===== config.mk =====
export PLATFORM = sky130hd
export DESIGN_NAME = vram_fetch
export DESIGN_NICKNAME = d
export VERILOG_FILES = /design/src/rtl/sevga_pkg.sv /design/src/rtl/pix_shifter.sv /design/src/rtl/vram_fetch.sv
export SDC_FILE = /design/constraint.sdc
export NUM_CORES = 1
export LEC_CHECK = 0
export CORE_UTILIZATION = 50
export DETAILED_ROUTE_END_ITERATION = 6
export PLACE_DENSITY_LB_ADDON = 0.12
export SYNTH_ARGS = -nofsm -noshare
export SYNTH_HDL_FRONTEND = slang
export SYNTH_SLANG_ARGS = --single-unit

===== constraint.sdc =====
create_clock -name pixClock -period 2.95 [get_ports pixClock]
set_clock_uncertainty 0.1 [all_clocks]
set_input_delay 0.59 -clock pixClock [delete_from_list [all_inputs] [get_ports pixClock]]
set_output_delay 0.59 -clock pixClock [all_outputs]
set_load 0.1 [all_outputs]

===== src/rtl/sevga_pkg.sv =====
// sevga_pkg: video timing defaults, snoop write slots and VRAM fetch FSM states
package sevga_pkg;
    localparam int DEF_H_START        = 64;
    localparam int DEF_V_START        = 69;
    localparam int DEF_BYTES_PER_LINE = 64;
    localparam int DEF_V_LINES        = 342;
    localparam int DEF_FETCH_SLOT     = 4;
    localparam int WR_SLOT_LO         = 1;
    localparam int WR_SLOT_HI         = 2;
    typedef enum logic [1:0] {VBLANK, LINE_WAIT, FETCHING, LINE_DONE} fetch_state_t;
endpackage


===== src/rtl/pix_shifter.sv =====
// pix_shifter: byte-to-pixel serialiser with image-active flag; SEVGA_PIX_INVERT_EN flips polarity inside the image
module pix_shifter (
    input  logic       clk,
    input  logic       rst,
    input  logic       load,
    input  logic       flush,
    input  logic       valid,
    input  logic [7:0] din,
    output logic       pix,
    output logic       active
);
    logic [7:0] sr_q, sr_d;
    logic       act_q, act_d;
    // load a fetched byte (or blank) once per 8 clocks, shift MSB-first in between
    always_comb begin
        sr_d  = flush ? 8'h00 : load ? (valid ? din : 8'h00) : {sr_q[6:0], 1'b0};
        act_d = flush ? 1'b0 : load ? valid : act_q;
    end
    // shift register and active flag
    always_ff @(posedge clk or posedge rst) begin
        if (rst) begin
            sr_q  <= '0;
            act_q <= 1'b0;
        end else begin
            sr_q  <= sr_d;
            act_q <= act_d;
        end
    end
    assign active = act_q;
`ifdef SEVGA_PIX_INVERT_EN
    assign pix = act_q & ~sr_q[7];
`else
    assign pix = sr_q[7];
`endif
endmodule


===== src/rtl/vram_fetch.sv =====
// vram_fetch: reads the 512x342 frame buffer from VRAM and serialises it centred in VGA (SEVGA_PIX_INVERT_EN: VGA DAC polarity)
module vram_fetch
    import sevga_pkg::*;
#(
    parameter int H_START        = DEF_H_START,
    parameter int V_START        = DEF_V_START,
    parameter int BYTES_PER_LINE = DEF_BYTES_PER_LINE,
    parameter int V_LINES        = DEF_V_LINES,
    parameter int FETCH_SLOT     = DEF_FETCH_SLOT
) (
    input  logic        pixClock,
    input  logic        reset,
    input  logic [9:0]  hCount,
    input  logic [9:0]  vCount,
    input  logic [7:0]  vramDataIn,
    output logic [14:0] vramAddr,
    output logic        nvramOE,
    output logic        pixOut,
    output logic        pixActive
);
    localparam logic [9:0] H_WAIT    = 10'(H_START - 8);
    localparam logic [9:0] V_FIRST   = 10'(V_START);
    localparam logic [5:0] BYTE_LAST = 6'(BYTES_PER_LINE - 1);
    localparam logic [8:0] LINE_LAST = 9'(V_LINES - 1);
    localparam logic [2:0] PRE_SLOT  = 3'(FETCH_SLOT + 7);

    if (FETCH_SLOT == WR_SLOT_LO || FETCH_SLOT == WR_SLOT_HI) begin : g_slot_check
        $error("FETCH_SLOT collides with a snoop write slot");
    end

    fetch_state_t state_q, state_d;
    logic [8:0]   line_q, line_d;
    logic [5:0]   byte_q, byte_d;
    logic [14:0]  addr_q, addr_d;
    logic         oe_n_q, oe_n_d;
    logic [7:0]   fetch_q, fetch_d;
    logic         got_q, got_d;
    logic [2:0]   seq;
    logic         flush, capture, load, line_end;

    assign seq      = hCount[2:0];
    assign flush    = vCount == '0;
    assign capture  = !oe_n_q;
    assign load     = seq == 3'd7;
    assign line_end = state_q == LINE_DONE && hCount == '0;

    // fetch state register
    always_ff @(posedge pixClock or posedge reset) begin
        if (reset) state_q <= VBLANK;
        else state_q <= state_d;
    end

    // next state; VBLANK is left as line V_START begins so its bytes are fetched on that same line
    always_comb begin
        state_d = state_q;
        case (state_q)
            VBLANK:    if (vCount == V_FIRST && hCount == '0) state_d = LINE_WAIT;
            LINE_WAIT: if (hCount == H_WAIT) state_d = FETCHING;
            FETCHING:  if (capture && byte_q == BYTE_LAST) state_d = LINE_DONE;
            default:   if (line_end) state_d = line_q == LINE_LAST ? VBLANK : LINE_WAIT;
        endcase
        if (flush) state_d = VBLANK;
    end

    // counters, read strobe armed one clock ahead of the slot, captured byte and its window flag
    always_comb begin
        line_d  = state_q == VBLANK ? 9'd0 : line_end ? line_q + 9'd1 : line_q;
        byte_d  = state_q == LINE_WAIT ? 6'd0 : capture ? byte_q + 6'd1 : byte_q;
        oe_n_d  = !(state_q == FETCHING && seq == PRE_SLOT && !flush);
        addr_d  = oe_n_d ? addr_q : {line_q, byte_q};
        fetch_d = capture ? vramDataIn : fetch_q;
        got_d   = !load && !flush && (capture || got_q);
    end

    // datapath registers
    always_ff @(posedge pixClock or posedge reset) begin
        if (reset) begin
            line_q  <= '0;
            byte_q  <= '0;
            addr_q  <= '0;
            oe_n_q  <= 1'b1;
            fetch_q <= '0;
            got_q   <= 1'b0;
        end else begin
            line_q  <= line_d;
            byte_q  <= byte_d;
            addr_q  <= addr_d;
            oe_n_q  <= oe_n_d;
            fetch_q <= fetch_d;
            got_q   <= got_d;
        end
    end

    assign vramAddr = addr_q;
    assign nvramOE  = oe_n_q;

    pix_shifter u_shifter (
        .clk    (pixClock),
        .rst    (reset),
        .load   (load),
        .flush  (flush),
        .valid  (capture || got_q),
        .din    (fetch_d),
        .pix    (pixOut),
        .active (pixActive)
    );
endmodule


==> results by group, run 1 <==
Global route
  – Antenna violations before repair: 0
  – First-pass GRT wire length: 7320 um
  – Grt total ovfl: 0
  – Gr usage total: 0.191
  – Largest net degree at the start of global routing: 19
  – Number of global-route vias before repair: 1,590

CTS
  – CTS Sinks: 51
  – Post-CTS Resized: 0
  – Total CTS buffers: 5
  – Setup bufs post-CTS: 0
  – CTS Hold Bufs: 0
  – Max Root-Sink Buffers: 2
  – Clock Latency Late Sink: 300 ps
  – CTS tree: done
  – Worst-path clk slew: about 90 ps
  – Root Buffer: clkbuf_8
  – H-Tree Depth: 2

Yosys
  – Register bit total from synthesis: 51
  – Post-Syn Area per Cell: between 10 and 15 sq um
  – Synth cell types: 39
  – Synthesized cell area: 0.00231 sq mm
  – Ys async rst share: 1.00
  – Synth warn: 0
  – Seq/Total Area, Yosys: 0.554
  – Post-synth EDFFs: 0
  – Most used DFF post-synth: dfrtp_1
  – Synthesized net count: approximately 230
  – Post-Synthesis Cells: ~190

Worst setup path
  – CP Data Arrival Time: between 2000 and 3000 ps
  – CP required: 3080 ps
  – Setup crit end kind: register
  – R2r setup slk: 670 ps
  – Max FO, Critical Path: 5
  – Critical path class: input port to register
  – Setup crit start kind: input port
  – RR Startpoint: state_q[0]
  – Crit. Startpoint: hCount[3]

Run status
  – Status: completed

STA
  – TNS Setup: 0 ps
  – Final min period: 2450 ps
  – Crit share post-route: 0.830
  – Highest clock rate: approximately 0.41 GHz
  – Final setup fails: 0
  – Max Slew Vio Count: 0
  – Final hold viol count: 0
  – Hold Slack: 371 ps
  – Slew @ Worst Pin: approximately 640 ps
  – RSZ-0062 raised after global routing: no
  – Max-slew headroom: 0.574

Route
  – DRT Wirelength: 4180 um
  – DR iter-0 viols: 101
  – Via Count: 1,659
  – Detail Route Antenna Nets: 0
  – Vias/cell: 5.64
  – DRC: 0
  – First-pass DRT Iterations: 4
  – Routed length per instance: 14.2 um

Cells and area
  – Multi-input logic area: ~1000 sq um
  – Filler cells: 344
  – Most frequent cells in the layout: dfrtp_1, clkdlybuf4s50_1, mux2_2, buf_4, nor2_1
  – Util after Layout: 0.662
  – Most common cell after layout, fill and taps aside: dfrtp_1
  – Layout cells sized above 1: 0.252
  – Register area: 0.00128 sq mm
  – ANT cells: 0
  – Area growth syn-to-layout: 25.9%
  – Final #Nets: 279

Floorplanning
  – Core area: 0.00438 sq mm
  – Initial Util: 0.526
  – Die footprint: 0.00489 sq mm
  – IO Count: 48
  – Die Ht: 69.9 um
  – Row count: 24
  – Chip width: 69.9 um

Worst hold path
  – HP Start: u_shifter.sr_q[5]
  – Hold Path Class: register to register

Placed design
  – Post-DP HPWL: 3180 um
  – Port Buf Inserts: 47
  – Routability-driven placement congestion ratio: just under 0.9

Pwr
  – Peak VDD IR: between 200 and 250 uV
  – Static Leakage: roughly 0.0013 uW
  – P per Cell Area: roughly 400 mW/mm^2

Job
  – Max Cap Violations: 0
[logic make-up (layout without fill, tap and decap cells)]
family,Yosys count,after routing,synth area share
DFF,51,51,0.554
muxes,24,24,0.117
adders and majority gates,8,8,0.0434
and+or+nand+nor,58,58,0.152
buffers and inverters,10,65,0.0163
xor gates and xnor gates,9,9,0.0342
AOI/OAI and AO/OA,27,27,0.0841
[metal layers]
metal | wire (um) | track usage | up-vias
li1 | - | - | 791
met1 | 1940 | 0.268 | 813
met2 | 1970 | 0.288 | 50
met3 | 210 | 0.0476 | 5
met4 | 60 | 0.0667 | 0
met5 | 0 | 0 | -
[sequential cells by signal, indices dropped and copies added, names as in the netlist]
name / count
fetch_q: 8
vramAddr: 15
line_q: 9
state_q: 2
u_shifter.active: 1
got_q: 1
byte_q: 6
nvramOE: 1
u_shifter.sr_q: 8
[cell type report]
class	count	share of cell area
Inverter	5	0.00646
Timing Repair Buffer	52	0.159
Clock buffer	5	0.0237
Clock inverter	3	0.00646
Tap cell	52	0.0224
Multi-Input combinational cell	126	0.342
Sequential cell	51	0.440
[critical path, cell delays in order]
cell	delay, ps
clkdlybuf4s50_1	440
or4b_1	600
nor3_4	280
nand2_1	150
or3_1	360
a21oi_1	170
[synth_stat cells (5+ instances only)]
cell type / n / area [sq um]
ha_1: 8 / 100
o21ai_0: 7 / 35.0
nand2_1: 6 / 22.5
mux2_2: 23 / 259
nand3_1: 6 / 30.0
a32o_1: 7 / 70.1
inv_1: 5 / 18.8
a21oi_1: 6 / 30.0
dfrtp_1: 50 / 1250
or3_1: 5 / 31.3
nor2_1: 14 / 52.6
xor2_1: 7 / 61.3
[report_power, final]
group	switching, uW	internal, uW
clock	228	167
sequential	1.41	704
combinational	30.2	42.9
[path summary, 6_finish.rpt]
path,to,depth (start not counted)
max,line_q[8],6
min,u_shifter.sr_q[6],1
max reg2reg,vramAddr[1],6
min reg2reg,u_shifter.sr_q[6],1
max in group asynchronous,nvramOE,3
min in group asynchronous,u_shifter.sr_q[6],2
[per-stage QoR]
stage / total power, uW / cells / cell area [sq um] / worst slack (ps)
after floorplan: 744 / 187 / 2310 / 669
after global placement: 791 / 286 / 2820 / 245
after detailed placement: 794 / 286 / 2820 / 176
after CTS: 1190 / 294 / 2900 / 505
after global routing: 1220 / 294 / 2900 / 416
final: 1170 / 294 / 2900 / 501
(Power assumes the default switching activity.)
==> run 2: changes to the inputs <==
==> constraint.sdc (replaced) <==
create_clock -name pixClock -period 2.3 [get_ports pixClock]
set_clock_uncertainty 0.1 [all_clocks]
set_input_delay 0.46 -clock pixClock [delete_from_list [all_inputs] [get_ports pixClock]]
set_output_delay 0.46 -clock pixClock [all_outputs]
set_load 0.1 [all_outputs]
==> run 2 against run 1 <==
Die area stayed put; highest routed layer unchanged; cell count is 4.8% higher; combinational power is 44% higher; setup slack worse by 460 ps; final area is 5.9% higher; largest cell class unchanged; largest power group unchanged; critical path type unchanged; non-clock buffer count is 14 higher; flip-flop and latch count stayed put; count of clock-buffer cells in the layout is 2 higher; hold slack better by 11 ps.
==> results by group, run 2 (same netlist as run 1, synthesis figures left out) <==
STA
  – Final min period: 2260 ps
  – RSZ-0062 raised after global routing: no
  – Highest clock rate: 0.442 GHz
  – Slew @ Worst Pin: 469 ps
  – TNS Setup: 0 ps
  – Max Slew Vio Count: 0
  – Hold Slack: 382 ps
  – Crit share post-route: 0.983
  – Max-slew headroom: 0.687
  – Worst Setup Slack, final: 39.0 ps
  – Final setup fails: 0
  – Final hold viol count: 0

Worst setup path
  – CP Data Arrival Time: 2390 ps
  – Max FO, Critical Path: 4
  – Cells along the critical path: clkdlybuf4s50_1, or4_4, nor3_4, nand4_4, or3_1, a21oi_2
  – R2r setup slk: 110 ps
  – Setup crit end kind: register
  – Critical path class: input port to register
  – Max stage delay on crit path: 550 ps
  – WP buf/inv: 1
  – Delay-heaviest family, CP: simple AND/OR/NAND/NOR gates
  – Setup crit start kind: input port
  – CP required: 2430 ps
  – CP max stage cell: or4_4

Pwr
  – Peak VDD IR: 326 uV
  – P per Cell Area: 528 mW/mm^2
  – Static Leakage: 0.00144 uW

Global route
  – Grt total ovfl: 0
  – Largest net degree at the start of global routing: 31
  – First-pass GRT wire length: roughly 8000 um
  – Number of global-route vias before repair: 1,756
  – Antenna violations before repair: 0
  – Gr usage total: 0.203

Cells and area
  – Most frequent cells in the layout: dfrtp_1, buf_4, clkdlybuf4s50_1
  – Largest register FFs: 15
  – Util after Layout: 0.701
  – Most common cell after layout, fill and taps aside: dfrtp_1
  – Area growth syn-to-layout: 33.3%
  – Final #Nets: roughly 300
  – Filler cells: 315
  – Layout cells sized above 1: 0.293
  – ANT cells: 0

Route
  – Top layer in use: met4
  – Routed length per instance: 14.6 um
  – Detail Route Antenna Nets: 0
  – WL met3: between 200 and 300 um
  – First-pass DRT Iterations: 4
  – DRT Wirelength: 4510 um
  – Via Count: 1,735
  – Met2 Wirelength: 2160 um
  – WL met1: ~2000 um
  – Vias/cell: about 5.6
  – DRC: 0
  – DR iter-0 viols: 118

Floorplanning
  – IO Count: 48
  – Row count: 24
  – Chip width: ~70 um
  – Initial Util: 0.526
  – Die Ht: 69.9 um
  – Core area: 0.00438 sq mm
  – Die footprint: roughly 0.0049 sq mm

Placed design
  – Port Buf Inserts: 47
  – Routability-driven placement congestion ratio: 0.781
  – Post-place setup slack: -317 ps
  – Post-DP HPWL: 3320 um

CTS
  – Clock Latency Late Sink: 300 ps
  – Worst-path clk slew: about 90 ps
  – Max Root-Sink Buffers: 2
  – CTS tree: done
  – CTS Hold Bufs: 0
  – CTS Sinks: 51
  – Root Buffer: clkbuf_8
  – Total CTS buffers: 5
  – H-Tree Depth: 2

Job
  – Max Cap Violations: 0

Run status
  – Status: completed

Worst hold path
  – Hold Path Class: input port to asynchronous set/reset pin
==> run 2: changes by cell type in the layout (fill, tap and decap cells not counted), moves of 2 or more <==
cell      previous run  this run
clkbuf_1             0         2
buf_4               23        34
buf_12               0         3
clkinv_2             2         0
==> run 2: cell type report <==
class / instances / area (sq um) / share of cell area
timing repair buffer: 66 / 608 / 0.198
inverter: 5 / 18.8 / 0.00610
clock buffer: 7 / 76.3 / 0.0248
multi-input combinational: 126 / 1000 / 0.325
clock inverter: 1 / 30.0 / 0.00976
sequential: 51 / 1280 / 0.415
tap: 52 / 65.1 / 0.0212
==> run 2: final timing paths <==
check	cells past startpoint	from	endpoint
min	2	reset	fetch_q[4]
min reg2reg	1	u_shifter.sr_q[5]	u_shifter.sr_q[6]
min in group pixClock	1	u_shifter.sr_q[5]	u_shifter.sr_q[6]
max in group asynchronous	3	reset	vramAddr[10]
max	6	hCount[6]	line_q[7]
max reg2reg	6	state_q[1]	line_q[7]
==> run 2: where the power goes <==
part	internal (uW)	switching, uW
logic	63.4	41.1
registers	903	1.96
clock network	326	289
total	1290	332
==> run 2: through the flow <==
step	area [sq um]	power (uW)	std cells
4_1_cts	3080	1640	309
6_report	3080	1620	308
3_5_place_dp	2950	1030	299
5_1_grt	3080	1690	308
2_1_floorplan	2310	955	187
3_3_place_gp	2950	1030	299
==> run 2: repair_timing <==
action / CTS / global route
pin swaps: 1 / 5
resized for setup: 2 / 1
endpoints found under the setup margin: 1 / 4
buffers inserted: 2 / 0
==> run 2: per-layer routing <==
metal	track usage	vias to the layer above
met5	0	-
li1	-	814
met2	0.328	67
met3	0.0404	5
met4	0.0667	0
met1	0.277	849
==> run 3: changes to the inputs <==
--- a/config.mk
+++ b/config.mk
@@ -5,8 +5,10 @@
 export SDC_FILE = /design/constraint.sdc
 export NUM_CORES = 1
 export LEC_CHECK = 0
+export CORE_ASPECT_RATIO = 0.75
 export CORE_UTILIZATION = 50
 export DETAILED_ROUTE_END_ITERATION = 6
+export HOLD_SLACK_MARGIN = 0.15
 export PLACE_DENSITY_LB_ADDON = 0.12
 export SYNTH_ARGS = -nofsm -noshare
 export SYNTH_HDL_FRONTEND = slang
==> run 3 against run 2 <==
Via count grew 0.46%; largest cell class unchanged; count of clock-buffer cells in the layout decreased by 1; largest power group unchanged; maximum frequency decreased by 0.16%; critical endpoint unchanged; sequential power hardly changed; register-to-register slack lost 40 ps; global-route usage grew 1.9 points; final area up 0.20%; highest routed layer unchanged; routed wire length increased by 7.2%.
==> results by group, run 3 (same netlist as run 1, synthesis figures left out) <==
Global route
  – Grt total ovfl: 0
  – Largest net degree at the start of global routing: 28
  – Number of global-route vias before repair: 1,722
  – Gr usage total: 0.223
  – First-pass GRT wire length: 7900 um
  – Antenna violations before repair: 0

Pwr
  – Flop pwr share: 0.543
  – P per Cell Area: ~540 mW/mm^2
  – Peak VDD IR: 287 uV
  – Total power draw: 1670 uW
  – P_sw: 345 uW
  – Clk pwr share: 0.395
  – Logic gate share of total power: 0.062
  – Cell-internal power: 1320 uW
  – Switching share of power: 0.207
  – Static Leakage: around 0.0015 uW

Cells and area
  – Layout cells sized above 1: 0.299
  – Final #Nets: 291
  – ANT cells: 0
  – Area growth syn-to-layout: 33.6%
  – Filler cells: 292
  – Most common cell after layout, fill and taps aside: dfrtp_1
  – Most frequent cells in the layout: dfrtp_1, buf_4, clkdlybuf4s50_1
  – Util after Layout: 0.729
  – Largest register FFs: 15

CTS
  – H-Tree Depth: 2
  – Total CTS buffers: 5
  – Clock Latency Late Sink: 310 ps
  – Worst-path clk slew: ~90 ps
  – CTS Sinks: 51
  – CTS tree: done
  – Root Buffer: clkbuf_8
  – CTS Hold Bufs: 0
  – Max Root-Sink Buffers: 2

Route
  – Routed length per instance: 15.7 um
  – DRT Wirelength: between 4000 and 5000 um
  – DRC: 0
  – Detail Route Antenna Nets: 0
  – First-pass DRT Iterations: 4
  – Via Count: 1,743
  – Vias/cell: 5.64
  – DR iter-0 viols: 125

STA
  – Crit share post-route: 0.985
  – Final hold viol count: 0
  – Final min period: roughly 2300 ps
  – TNS Setup: 0 ps
  – Worst Setup Slack, final: between 30 and 40 ps
  – Max Slew Vio Count: 0
  – Max-slew headroom: 0.640
  – Final setup fails: 0
  – Slew @ Worst Pin: 539 ps
  – Highest clock rate: 0.442 GHz

Floorplanning
  – IO Count: 48
  – Die Ht: between 60 and 70 um
  – Initial Util: 0.546
  – Row count: 20
  – Core area: 0.00423 sq mm
  – Die footprint: 0.00489 sq mm
  – Chip width: 80.4 um

Placed design
  – Port Buf Inserts: 47
  – Post-DP HPWL: 3660 um
  – Post-place setup slack: -273 ps
  – Routability-driven placement congestion ratio: ~0.76

Worst setup path
  – Setup crit start kind: input port
  – Setup crit end kind: register
  – Max FO, Critical Path: 4
  – CP required: 2440 ps
  – Critical path class: input port to register
  – CP Data Arrival Time: 2400 ps

Job
  – Max Cap Violations: 0

Worst hold path
  – Hold Path Class: register to register

Run status
  – Status: completed
run 3: layer usage:
layer / global-route usage / vias up / routed length, um
met5: 0 / - / 0
met4: 0.0995 / 0 / 87
met3: 0.0541 / 10 / 311
met2: 0.354 / 70 / 2200
met1: 0.295 / 850 / 2230
li1: - / 813 / -
run 3: final cells by class:
cell class / instances / area [sq um] / share of cell area
Clock buffer: 6 / 82.6 / 0.0268
Clock inverter: 2 / 38.8 / 0.0126
Inverter: 5 / 18.8 / 0.00609
Multi-Input combinational cell: 126 / 998 / 0.324
Sequential cell: 51 / 1280 / 0.415
Tap cell: 55 / 68.8 / 0.0223
Timing Repair Buffer: 64 / 596 / 0.193
run 3: metrics by stage:
step           instances  hold slack, ps  instance area, sq um
3_3_place_gp         299             350                  2930
6_report             309             375                  3080
5_1_grt              309             401                  3080
4_1_cts              307             378                  3050
2_1_floorplan        187             342                  2310
3_5_place_dp         299             357                  2930
run 3: critical path: stages:
cell and delay, ps:
clkdlybuf4s50_1 440, or4b_4 520, nor3_4 330, nand4_4 140, or3_1 360, a21oi_1 150
run 3: worst paths after layout:
path	start	end	slack [ps]	cells after the start
setup reg to reg	state_q[0]	line_q[7]	70	6
hold reg to reg	u_shifter.sr_q[1]	u_shifter.sr_q[2]	370	1
setup / recovery	hCount[5]	line_q[7]	40	6
hold / removal	u_shifter.sr_q[1]	u_shifter.sr_q[2]	370	1
max in group asynchronous	reset	line_q[2]	1170	3
min in group asynchronous	reset	fetch_q[5]	400	2
run 3: what timing repair did:
action                                  in CTS  in global routing
gates resized for setup                      0                  5
endpoints found under the setup margin       0                  4
buffers inserted                             0                  2
run 3: power by group through the flow:
stage / combinational [uW] / clock (uW) / sequential [uW]
floorplan: 29.6 / 0 / 925
global placement: 100 / 0 / 923
detailed placement: 104 / 0 / 923
CTS: 105 / 668 / 906
global route: 113 / 702 / 906
finish: 103 / 659 / 906
